==> src/rtl/scan_rotate_ctrl.sv <==
// Four-digit multiplexed display controller. It scans the digits, holds a nibble
// message buffer and rotates a window across it. Define SCAN_ROTATE_BOUNCE_EN for ping-pong motion.
module scan_rotate_ctrl #(
  parameter int SCAN_W  = 16,
  parameter int ROT_W   = 22,
  parameter int MSG_LEN = 16
) (
  input  logic       clk,
  input  logic       rst,
  input  logic       start,
  input  logic       pause,
  input  logic       stop,
  input  logic       step,
  input  logic       wr_en,
  input  logic [3:0] wr_addr,
  input  logic [3:0] wr_data,
  output logic [3:0] anode,
  output logic [3:0] digit,
  output logic [3:0] pos,
  output logic       busy,
  output logic       rot_tick,
  output logic [1:0] state_dbg
);

  typedef enum logic [1:0] {
    ST_IDLE  = 2'd0,
    ST_RUN   = 2'd1,
    ST_PAUSE = 2'd2
  } state_t;

  localparam logic [3:0] POS_LAST = 4'(MSG_LEN - 1);
  localparam logic [4:0] LEN5     = 5'(MSG_LEN);
`ifdef SCAN_ROTATE_BOUNCE_EN
  localparam logic [3:0] POS_TURN = 4'(MSG_LEN - 4);
`endif

  state_t            state_q, state_d;
  logic [SCAN_W-1:0] scan_cnt_q, scan_cnt_d;
  logic [ROT_W-1:0]  rot_cnt_q, rot_cnt_d;
  logic [1:0]        sel_q, sel_d;
  logic              upd_q, upd_d;
  logic [3:0]        pos_q, pos_d;
  logic [3:0]        anode_q, anode_d;
  logic [3:0]        digit_q, digit_d;
  logic              busy_q, busy_d;
  logic              rot_tick_q, rot_tick_d;
  // The array is sized for the full 4-bit address space; only the first MSG_LEN entries are ever written.
  logic [3:0]        msg_q [16];
  logic [3:0]        msg_d [16];
`ifdef SCAN_ROTATE_BOUNCE_EN
  logic              dir_q, dir_d;
  logic              dir_next;
`endif

  logic              scan_tick;
  logic              advance;
  logic [3:0]        pos_next;
  logic [4:0]        idx_sum;
  logic [3:0]        idx;

  assign scan_tick = &scan_cnt_q;

  // Leftmost digit (sel 3) shows msg[pos]; the digits to its right show the entries that follow.
  always_comb begin
    idx_sum = {1'b0, pos_q} + 5'd3 - {3'b000, sel_q};
    idx     = (idx_sum >= LEN5) ? 4'(idx_sum - LEN5) : idx_sum[3:0];
  end

`ifdef SCAN_ROTATE_BOUNCE_EN
  always_comb begin
    dir_next = dir_q;
    if (dir_q) begin
      pos_next = pos_q - 4'd1;
      if (pos_next == 4'd0) dir_next = 1'b0;
    end else begin
      pos_next = (pos_q == POS_LAST) ? 4'd0 : pos_q + 4'd1;
      if (pos_next == POS_TURN) dir_next = 1'b1;
    end
  end
`else
  always_comb begin
    pos_next = (pos_q == POS_LAST) ? 4'd0 : pos_q + 4'd1;
  end
`endif

  always_comb begin
    scan_cnt_d = scan_cnt_q + SCAN_W'(1);
    sel_d      = scan_tick ? sel_q + 2'd1 : sel_q;
    upd_d      = scan_tick;
    anode_d    = anode_q;
    digit_d    = digit_q;
    if (upd_q) begin
      anode_d = ~(4'b0001 << sel_q);
      digit_d = msg_q[idx];
    end

    for (int i = 0; i < 16; i++) msg_d[i] = msg_q[i];
    if (wr_en && ({1'b0, wr_addr} < LEN5)) msg_d[wr_addr] = wr_data;

    state_d    = state_q;
    rot_cnt_d  = rot_cnt_q;
    pos_d      = pos_q;
    rot_tick_d = 1'b0;
    advance    = 1'b0;
`ifdef SCAN_ROTATE_BOUNCE_EN
    dir_d      = dir_q;
`endif

    unique case (state_q)
      ST_IDLE: begin
        rot_cnt_d = '0;
        advance   = step;
        if (!pause && start) state_d = ST_RUN;
      end
      ST_RUN: begin
        // Pause freezes the counter on the cycle it is seen, so resume picks up exactly here.
        if (pause) begin
          state_d = ST_PAUSE;
        end else begin
          rot_cnt_d = rot_cnt_q + ROT_W'(1);
          if (&rot_cnt_q) begin
            advance    = 1'b1;
            rot_tick_d = 1'b1;
          end
        end
      end
      ST_PAUSE: begin
        advance = step;
        if (!pause && start) state_d = ST_RUN;
      end
      default: state_d = ST_IDLE;
    endcase

    if (advance) begin
      pos_d = pos_next;
`ifdef SCAN_ROTATE_BOUNCE_EN
      dir_d = dir_next;
`endif
    end

    if (stop) begin
      state_d    = ST_IDLE;
      pos_d      = 4'd0;
      rot_cnt_d  = '0;
      rot_tick_d = 1'b0;
`ifdef SCAN_ROTATE_BOUNCE_EN
      dir_d      = 1'b0;
`endif
    end

    busy_d = (state_d == ST_RUN);
  end

  always_ff @(posedge clk or negedge rst) begin
    if (!rst) begin
      state_q    <= ST_IDLE;
      scan_cnt_q <= '0;
      rot_cnt_q  <= '0;
      sel_q      <= 2'd0;
      upd_q      <= 1'b0;
      pos_q      <= 4'd0;
      anode_q    <= 4'b1111;
      digit_q    <= 4'h0;
      busy_q     <= 1'b0;
      rot_tick_q <= 1'b0;
      for (int i = 0; i < 16; i++) msg_q[i] <= 4'h0;
`ifdef SCAN_ROTATE_BOUNCE_EN
      dir_q      <= 1'b0;
`endif
    end else begin
      state_q    <= state_d;
      scan_cnt_q <= scan_cnt_d;
      rot_cnt_q  <= rot_cnt_d;
      sel_q      <= sel_d;
      upd_q      <= upd_d;
      pos_q      <= pos_d;
      anode_q    <= anode_d;
      digit_q    <= digit_d;
      busy_q     <= busy_d;
      rot_tick_q <= rot_tick_d;
      for (int i = 0; i < 16; i++) msg_q[i] <= msg_d[i];
`ifdef SCAN_ROTATE_BOUNCE_EN
      dir_q      <= dir_d;
`endif
    end
  end

  assign anode     = anode_q;
  assign digit     = digit_q;
  assign pos       = pos_q;
  assign busy      = busy_q;
  assign rot_tick  = rot_tick_q;
  assign state_dbg = state_q;

endmodule

==> config.mk <==
export PLATFORM = sky130hd
export DESIGN_NAME = scan_rotate_ctrl
export DESIGN_NICKNAME = d
export VERILOG_FILES = /design/src/rtl/scan_rotate_ctrl.sv
export SDC_FILE = /design/constraint.sdc
export NUM_CORES = 1
export LEC_CHECK = 0
export BUFFER_PORTS_ARGS = -buffer_cell sky130_fd_sc_hd__buf_4
export CORE_UTILIZATION = 45
export DETAILED_ROUTE_END_ITERATION = 6
export HOLD_SLACK_MARGIN = 0.1
export PLACE_DENSITY = 0.7
export REMOVE_ABC_BUFFERS = 1
export SKIP_LAST_GASP = 1
export SYNTH_ARGS = -nofsm -noshare
export SYNTH_HDL_FRONTEND = slang
export SYNTH_SLANG_ARGS = --single-unit
==> constraint.sdc <==
create_clock -name clk -period 3.6 [get_ports clk]
set_input_delay 0.72 -clock clk [delete_from_list [all_inputs] [get_ports clk]]
set_output_delay 0.72 -clock clk [all_outputs]
set_load 0.01 [all_outputs]
==> results of run 1 <==
synth_stat cells (all sizes together), types with 4 or more instances:
cell    instances
nand2b          8
a31oi          12
a21oi          13
clkbuf         13
xnor2          14
o21ai          12
or3             9
mux4           16
mux2i          11
and2            5
nand4           5
nor2b           5
and4            6
and3            9
ha             10
dfstp           4
mux2           69
inv            16
nand3          14
buf             5
o221ai          4
xor2            6
nor2           25
nand2          24
dfrtp         117
per-stage QoR:
step / total power, W / instance area [sq um] / hold WS (ns) / worst slack (ns)
floorplan: 0.00195 / 5790 / 0.424 / 1.10
global placement: 0.00208 / 6270 / 0.453 / 1.20
detailed placement: 0.00211 / 6270 / 0.464 / 1.07
CTS: 0.00388 / 6880 / 0.474 / 1.03
global route: 0.00400 / 6880 / 0.481 / 0.916
finish: 0.00385 / 6880 / 0.465 / 1.04
report_power, final:
part / internal [W] / switching, W
registers: 0.00153 / 0.000103
clock network: 0.00118 / 0.000570
logic: 0.000278 / 0.000185
total: 0.00299 / 0.000858
per-layer routing:
| layer | vias up | track usage (%) | wire, microns |
|---|---|---|---|
| li1 | 1799 | - | - |
| met1 | 1976 | 25.3 | 5420 |
| met2 | 101 | 32.0 | 5980 |
| met3 | 14 | 5.03 | 484 |
| met4 | 0 | 7.52 | 180 |
| met5 | - | 0 | 0 |
cell usage in the layout, fill, tap and decap left out, types with 6 or more instances in the layout:
cell type,n
a21oi_1,13
a31oi_1,12
and3_1,9
buf_4,32
clkbuf_16,17
dfrtp_1,117
ha_1,10
inv_1,16
mux2_2,69
mux2i_1,11
mux4_2,16
nand2_1,24
nand2b_1,8
nand3_1,14
nor2_1,25
o21ai_0,12
or3_1,7
xnor2_1,14
xor2_1,6
logic make-up after synthesis:
kind of cell	synth area share (%)
AND/OR/NAND/NOR	12.4
flip-flops	51.6
multiplexers	21.2
AO/OA/AOI/OAI	6.84
buffers and inverters	2.39
XOR/XNOR	2.98
adder cells (fa/ha/maj)	2.47
area by class of cell:
type / count / share of cell area (%)
Tap cell: 172 / 3.13
Sequential cell: 121 / 44.1
Timing Repair Buffer: 33 / 3.78
Multi-Input combinational cell: 315 / 39.3
Inverter: 16 / 0.873
Clock inverter: 9 / 2.15
Clock buffer: 21 / 6.70
worst max path at each step:
stage | from | end | depth (start not counted)
finish | sel_q[1]$_DFFE_PN0P_ | digit[0]$_DFFE_PN0P_ | 7
global route | sel_q[1]$_DFFE_PN0P_ | digit[0]$_DFFE_PN0P_ | 7
CTS | sel_q[1]$_DFFE_PN0P_ | digit[0]$_DFFE_PN0P_ | 7
detailed placement | sel_q[1]$_DFFE_PN0P_ | digit[0]$_DFFE_PN0P_ | 7
global placement | pos[1]$_DFFE_PN0P_ | digit[0]$_DFFE_PN0P_ | 6
floorplan | pos[1]$_DFFE_PN0P_ | digit[0]$_DFFE_PN0P_ | 8
state kept, by name (all words and copies together), names as in the netlist:
signal and flops:
busy 1, sel_q 2, digit 4, rot_tick 1
upd_q 1, scan_cnt_q 16, pos 4, anode 4
state_dbg 2, rot_cnt_q 22, msg_q 64
==> metrics.cfg, run 1 <==
[die]
die_h_microns=116
die-area_sq_mm=0.0135
fp.coreArea_sq_mm=0.0127
die_x_microns=116
initial_utilization_pct=46.4
pin_count=31
fp-row-count=41

[sta]
slew_headroom_pct=30.8
rsz0062_at_grt=no
report.final.slew_viol_count=0
fmaxAchievable_ghz=0.391
finalSetupViolations=0
worst_clock_skew_ns=0.00792
setup_tns_ns=0
period_minus_slack_ns=2.56
worst_pin_slew_ns=1.04
finalCritPeriodShare_pct=71.0
hold_viol_final=0

[synth]
ys_seq_area_share_pct=51.6
yosys.area.top_type=dfrtp_1
synthCells=470
synthTopCellsByArea=dfrtp_1 (50%), mux2_2 (13%), mux4_2 (6.1%)
synth_seq_cells=121
synth_cell_types=54
yosys_warnings=0
synth_edf_count=0
yosysTopAreaCellShare_pct=49.9
synthFlopType=dfrtp_1
synthArstFlopShare_pct=100
synthesis.area_sq_mm=0.00587
avgSynthCellArea_sq_um=12.5

[setup_path]
r2r_cells=7
rrSetupSlack_ns=1.04
max_stage_delay_ns=0.75
crit_required_ns=3.86
cp_max_fo=16
worstPathCellList=inv_1 > ha_1 > ha_1 > mux4_2 > mux2_2 > nand2_1 > o221ai_1
cp.arrival_ns=2.82
reg2reg_to=digit[0]$_DFFE_PN0P_
end_kind=flip-flop
crit_slowest_cell=ha_1
path_buf_inv=1
worstSetupStartpointType=flip-flop
worstSetupPathType=reg -> reg
cpLargestDelayFamily=adder cells
path_common_cell=ha_1
r2r_start=sel_q[1]$_DFFE_PN0P_

[flow_run]
maxCapViolCount=0

[power_and_ir_drop]
p_leak_nw=2.98
ir_drop_uv=373
p_per_area_mw_per_mm2=560

[route]
vias=3890
vias_per_cell=5.66
wl_microns=12100
first_iter_violations=231
drt-wirelength-per-cell_microns=17.6
dr.pass1.iters=4
ant_nets=0
drc=0

[clocking]
clkTransAtPathRegs_ns=0.06
cts.sinks=121
htreeDepth=4
clockBufferDepth=2
cts_hold_buffers=0
cts_buffers=17
post_cts_buffers=0
cts_tree=yes
clk_latency_ns=0.41
cts_repair_resize_count=0
cts_root_buf=clkbuf_16

[final_layout]
syn_to_final_growth_pct=17.1
fin_cells=687
diodes=0
fin_util_pct=54.3
drive_above_1_share_pct=32.4
ff_latch_area_sq_mm=0.00303
nets=530
fillers=1057
multi_input_area_sq_mm=0.00270

[outcome]
status=complete, no violations

[placed_design]
dp_hpwl_microns=8100
portBuffers=30
place.gp.congestion=0.853
dp_cells=657

[global_route]
grt_pass1_vias=4038
grt_pass1_wl_microns=20100
antenna_found_initial=0
grt_max_degree=82
grt_usage_pct=19.7
grt-ovfl-total=0

[min_path]
min_path_type=in -> async

(Power assumes the default switching activity.)
==> run 2: changes to the inputs <==
- PLACE_DENSITY: 0.7 -> 0.72
- clock period: 3.6 -> 2.2 ns (I/O delays scaled with it)
==> metrics.cfg, run 2 (synthesis results as in run 1) <==
[sta]
setup_slack_ns=0.0434  ; was 1.04 ns
period_minus_slack_ns=2.16  ; was 2.56 ns
finalCritPeriodShare_pct=98.0  ; was 71.0%
report.final.slew_viol_count=0  ; unchanged
slew_headroom_pct=38.7  ; was 30.8%
hold_viol_final=0  ; unchanged
finalSetupViolations=0  ; unchanged
worst_clock_skew_ns=0.00858  ; was 0.00792 ns
fmaxAchievable_ghz=0.464  ; was 0.391 GHz
worst_pin_slew_ns=0.917  ; was 1.04 ns

[route]
wl_microns=13200  ; was 12100 microns
first_iter_violations=345  ; was 231
vias=3993  ; was 3890
ant_nets=0  ; unchanged
vias_per_cell=5.61  ; was 5.66
drc=0  ; unchanged
dr.pass1.iters=4  ; unchanged
drt-wirelength-per-cell_microns=18.5  ; was 17.6 microns

[clocking]
clk_latency_ns=0.41  ; about the same
cts.sinks=121  ; unchanged
clockBufferDepth=2  ; unchanged
htreeDepth=4  ; unchanged
cts_tree=yes  ; unchanged
clkTransAtPathRegs_ns=0.06  ; about the same
cts_buffers=17  ; unchanged
cts_root_buf=clkbuf_16  ; unchanged

[power_and_ir_drop]
p_per_area_mw_per_mm2=907  ; was 560 mW/mm^2
total_power_w=0.00650  ; was 0.00385 W
ir_drop_uv=586  ; was 373 uV
p_leak_nw=3.15  ; was 2.98 nW

[final_layout]
mostFrequentLayoutCell=dfrtp_1  ; unchanged
nets=553  ; was 530
syn_to_final_growth_pct=22.0  ; was 17.1%
drive_above_1_share_pct=36.9  ; was 32.4%
fillers=1008  ; was 1057
top_regs=msg_q: 64 flops, rot_cnt_q: 22 flops, scan_cnt_q: 16 flops  ; unchanged
regMostFlops=msg_q  ; unchanged
final_cell_mix=dfrtp_1 (117), mux2_2 (65), buf_4 (51)  ; was dfrtp_1 (117), mux2_2 (69), buf_4 (32)
largest_reg_flops=64  ; unchanged
diodes=0  ; unchanged

[die]
die_x_microns=116  ; unchanged
die_h_microns=116  ; unchanged
fp.coreArea_sq_mm=0.0127  ; unchanged
initial_utilization_pct=46.4  ; unchanged
pin_count=31  ; unchanged
fp-row-count=41  ; unchanged
die-area_sq_mm=0.0135  ; unchanged

[setup_path]
worstSetupStartpointType=flip-flop  ; unchanged
end_kind=flip-flop  ; unchanged
cp.arrival_ns=2.44  ; was 2.82 ns
crit_required_ns=2.48  ; was 3.86 ns
worstSetupPathType=reg -> reg  ; unchanged
cp_max_fo=5  ; was 16

[global_route]
grt_max_degree=49  ; was 82
antenna_found_initial=0  ; unchanged
grt_pass1_vias=4119  ; was 4038
grt-ovfl-total=0  ; unchanged
grt_pass1_wl_microns=21300  ; was 20100 microns
grt_usage_pct=21.1  ; was 19.7%

[outcome]
status=complete, no violations  ; unchanged

[flow_run]
maxCapViolCount=0  ; unchanged

[placed_design]
pre_cts_ws_ns=-0.0305  ; was 1.07 ns
place.gp.congestion=0.814  ; was 0.853
dp_hpwl_microns=8880  ; was 8100 microns
portBuffers=30  ; unchanged

[min_path]
min_path_type=in -> reg  ; was in -> async

## run 2: cell count changes in the layout (fill, tap and decap cells not counted), sizes merged
| cell | before | now |
|---|---|---|
| buf | 33 | 55 |
| clkbuf | 21 | 24 |
| clkinvlp | 1 | 0 |
| dlygate4sd3 | 0 | 1 |
## run 2: routing by layer
layer	vias up	global-route usage, %	part of all wire (%)
met3	11	6.12	4.3
met4	0	7.09	0.88
met2	114	33.1	50
li1	1830	-	-
met5	-	0	0
met1	2038	28.2	45
## run 2: final cells by class
| cell class | count | area [sq um] | area share (%) |
|---|---|---|---|
| well taps | 172 | 215 | 3.00 |
| flip-flops and latches | 121 | 3030 | 42.3 |
| clock inverters | 8 | 140 | 1.95 |
| repair buffers | 56 | 464 | 6.48 |
| inverters | 16 | 60.1 | 0.838 |
| clock buffers | 24 | 492 | 6.86 |
| multi-input cells | 315 | 2760 | 38.6 |
## run 2: stage by stage
stage | setup TNS, ns | hold slack, ns | utilization, % | std cells | instance area, sq um
final | 0 | 0.269 | 56.6 | 712 | 7170
after global routing | -0.0892 | 0.265 | 56.6 | 712 | 7170
after CTS | 0 | 0.259 | 55.7 | 706 | 7060
after detailed placement | -0.0479 | 0.456 | 50.6 | 672 | 6410
after global placement | 0 | 0.457 | 50.6 | 672 | 6410
after floorplan | -1.18 | 0.144 | - | 452 | 5790
## run 2: report_power, final
part	switching, W	internal [W]
registers	0.000192	0.00251
logic	0.000319	0.000507
clock network	0.000966	0.00201
## run 2: timing repair
item	CTS	global route
hold buffers	1	0
endpoints found under the hold margin	39	0
pin swaps	0	3
resized for setup	4	12
endpoints found under the setup margin	4	4
setup buffers	1	6
gates cloned	0	0
## run 2: worst max-delay path: stages, from the launching register on
cell and delay, ns:
dfrtp_1 0.38, inv_2 0.07, ha_4 0.27, ha_4 0.12
inv_2 0.03, fa_2 0.34, xor2_1 0.14, buf_4 0.18
mux2_4 0.31, nand2_2 0.08, o221ai_1 0.10
## run 2: final timing paths
| path | depth (start not counted) | end | slack, ns | from |
|---|---|---|---|---|
| max | 10 | digit[3]$_DFFE_PN0P_ | 0.04 | sel_q[1]$_DFFE_PN0P_ |
| min | 2 | state_dbg[0]$_DFF_PN0_ | 0.27 | pause |
| max reg2reg | 10 | digit[3]$_DFFE_PN0P_ | 0.04 | sel_q[1]$_DFFE_PN0P_ |
| min reg2reg | 1 | scan_cnt_q[5]$_DFF_PN0_ | 0.46 | scan_cnt_q[5]$_DFF_PN0_ |
| max in group asynchronous | 3 | msg_q[26]$_DFFE_PN0P_ | 0.94 | rst |
| min in group asynchronous | 2 | rot_cnt_q[14]$_DFFE_PN0P_ | 0.58 | rst |
==> run 3: changes to the inputs <==
- HOLD_SLACK_MARGIN: 0.1 -> default
- PLACE_DENSITY: 0.72 -> 0.64
==> metrics.cfg, run 3 (synthesis results as in run 1) <==
[global_route]
antenna_found_initial=0  ; unchanged
grt_pass1_vias=3906  ; was 4119
grt-ovfl-total=0  ; unchanged
grt_pass1_wl_microns=20300  ; was 21300 microns
grt_max_degree=56  ; was 49
grt_usage_pct=20.2  ; was 21.1%

[setup_path]
cp_max_fo=5  ; unchanged
worstSetupPathType=reg -> reg  ; unchanged
end_kind=flip-flop  ; unchanged
worstSetupStartpointType=flip-flop  ; unchanged
max_stage_delay_ns=0.36  ; was 0.38 ns
crit_required_ns=2.48  ; about the same
worstPathCellList=inv_2 > ha_4 > ha_4 > inv_2 > fa_2 > xor2_1 > buf_4 > buf_6 > mux2i_2 > o221ai_2  ; was inv_2 > ha_4 > ha_4 > inv_2 > fa_2 > xor2_1 > buf_4 > mux2_4 > nand2_2 > o221ai_1
cpLargestDelayFamily=adder cells  ; unchanged
path_buf_inv=4  ; was 3
cp.arrival_ns=2.42  ; was 2.44 ns
crit_slowest_cell=dfrtp_1  ; unchanged

[placed_design]
place.gp.congestion=0.823  ; was 0.814
dp_hpwl_microns=8560  ; was 8880 microns
dp_cells=673  ; was 672
portBuffers=30  ; unchanged

[clocking]
cts.sinks=121  ; unchanged
cts_buffers=17  ; unchanged
clockBufferDepth=2  ; unchanged
cts_tree=yes  ; unchanged
cts_hold_buffers=0  ; was 1
cts_root_buf=clkbuf_16  ; unchanged
htreeDepth=4  ; unchanged
clk_latency_ns=0.42  ; was 0.41 ns
clkTransAtPathRegs_ns=0.06  ; about the same

[final_layout]
diodes=0  ; unchanged
nets=547  ; was 553
fin_cells=706  ; was 712
syn_to_final_growth_pct=20.8  ; was 22.0%
top_regs=msg_q: 64 flops, rot_cnt_q: 22 flops, scan_cnt_q: 16 flops  ; unchanged
regMostFlops=msg_q  ; unchanged
mostFrequentLayoutCell=dfrtp_1  ; unchanged
largest_reg_flops=64  ; unchanged
drive_above_1_share_pct=37.8  ; was 36.9%
fillers=1056  ; was 1008
final_cell_mix=dfrtp_1 (117), mux2_2 (65), buf_4 (46)  ; was dfrtp_1 (117), mux2_2 (65), buf_4 (51)

[power_and_ir_drop]
ir_drop_uv=544  ; was 586 uV
p_per_area_mw_per_mm2=881  ; was 907 mW/mm^2
p_leak_nw=3.08  ; was 3.15 nW
total_power_w=0.00625  ; was 0.00650 W

[die]
fp-row-count=41  ; unchanged
pin_count=31  ; unchanged
die_h_microns=116  ; unchanged
initial_utilization_pct=46.4  ; unchanged
fp.coreArea_sq_mm=0.0127  ; unchanged
die_x_microns=116  ; unchanged
die-area_sq_mm=0.0135  ; unchanged

[sta]
slew_headroom_pct=63.5  ; was 38.7%
hold_viol_final=0  ; unchanged
worst_pin_slew_ns=0.534  ; was 0.917 ns
finalCritPeriodShare_pct=97.4  ; was 98.0%
worst_clock_skew_ns=0.00639  ; was 0.00858 ns
period_minus_slack_ns=2.14  ; was 2.16 ns
fmaxAchievable_ghz=0.467  ; was 0.464 GHz
hold_slack_ns=0.0128  ; was 0.269 ns
report.final.slew_viol_count=0  ; unchanged
finalSetupViolations=0  ; unchanged

[route]
drt-wirelength-per-cell_microns=17.5  ; was 18.5 microns
wl_microns=12300  ; was 13200 microns
vias=3923  ; was 3993
ant_nets=0  ; unchanged
vias_per_cell=5.56  ; was 5.61
drc=0  ; unchanged
first_iter_violations=160  ; was 345
dr.pass1.iters=4  ; unchanged

[outcome]
status=complete, no violations  ; unchanged

[min_path]
min_path_type=in -> async  ; was in -> reg

[flow_run]
maxCapViolCount=0  ; unchanged

==> run 3: layout make-up <==
cell class | count | area, sq um | share of cell area [%]
clock buffer | 23 | 488 | 6.88
clock inverter | 9 | 97.6 | 1.38
inverter | 16 | 60.1 | 0.847
multi-input combinational | 315 | 2780 | 39.2
sequential | 121 | 3030 | 42.8
tap | 172 | 215 | 3.03
timing repair buffer | 50 | 417 | 5.87
==> run 3: worst register-to-register path: cells and delay by family, from the launching register on <==
family | cells | cell delay (ns)
buffers and inverters | 4 | 0.42
DFF | 1 | 0.36
AOI/OAI and AO/OA | 1 | 0.12
xor gates and xnor gates | 1 | 0.15
muxes | 1 | 0.24
adders and majority gates | 3 | 0.73
==> run 3: where the power goes <==
group          total [W]  internal, W  switching [W]
clock            0.00273      0.00177       0.000956
sequential       0.00270      0.00251       0.000187
combinational   0.000823     0.000510       0.000313
total            0.00625      0.00479        0.00146
==> run 3: metrics by stage <==
step | setup WS, ns | TNS (ns) | area (sq um) | util, %
after floorplan | -0.296 | -1.18 | 5790 | -
after global placement | 0.00995 | 0 | 6410 | 50.6
after detailed placement | -0.0296 | -0.0570 | 6410 | 50.6
after CTS | -0.00612 | -0.00612 | 7000 | 55.3
after global routing | -0.0234 | -0.0234 | 7090 | 56.0
final | 0.0576 | 0 | 7090 | 56.0
==> run 3: path summary, 6_finish.rpt <==
path | start | to | slack [ns] | cells after the start
worst max register to register | sel_q[1]$_DFFE_PN0P_ | digit[2]$_DFFE_PN0P_ | 0.06 | 10
worst min-delay path | rst | rot_cnt_q[12]$_DFFE_PN0P_ | 0.01 | 1
max in group asynchronous | rst | msg_q[18]$_DFFE_PN0P_ | 1.50 | 2
worst max-delay path | sel_q[1]$_DFFE_PN0P_ | digit[2]$_DFFE_PN0P_ | 0.06 | 10
min in group clk | pause | busy$_DFF_PN0_ | 0.26 | 2
worst min register to register | scan_cnt_q[10]$_DFF_PN0_ | scan_cnt_q[10]$_DFF_PN0_ | 0.46 | 1
==> run 3: per-layer routing <==
layer	track usage, %	up-vias	share of wire (%)
li1	-	1829	-
met1	27.5	1995	47
met2	30.8	80	47
met3	5.35	19	4.2
met4	8.03	0	1.4
met5	0	-	0
==> run 3: repair_timing <==
action,in CTS,in global routing
gates resized for setup,2,20
setup endpoints to repair,4,4
cloned,0,0
pin swaps,0,1
buffers inserted,0,1
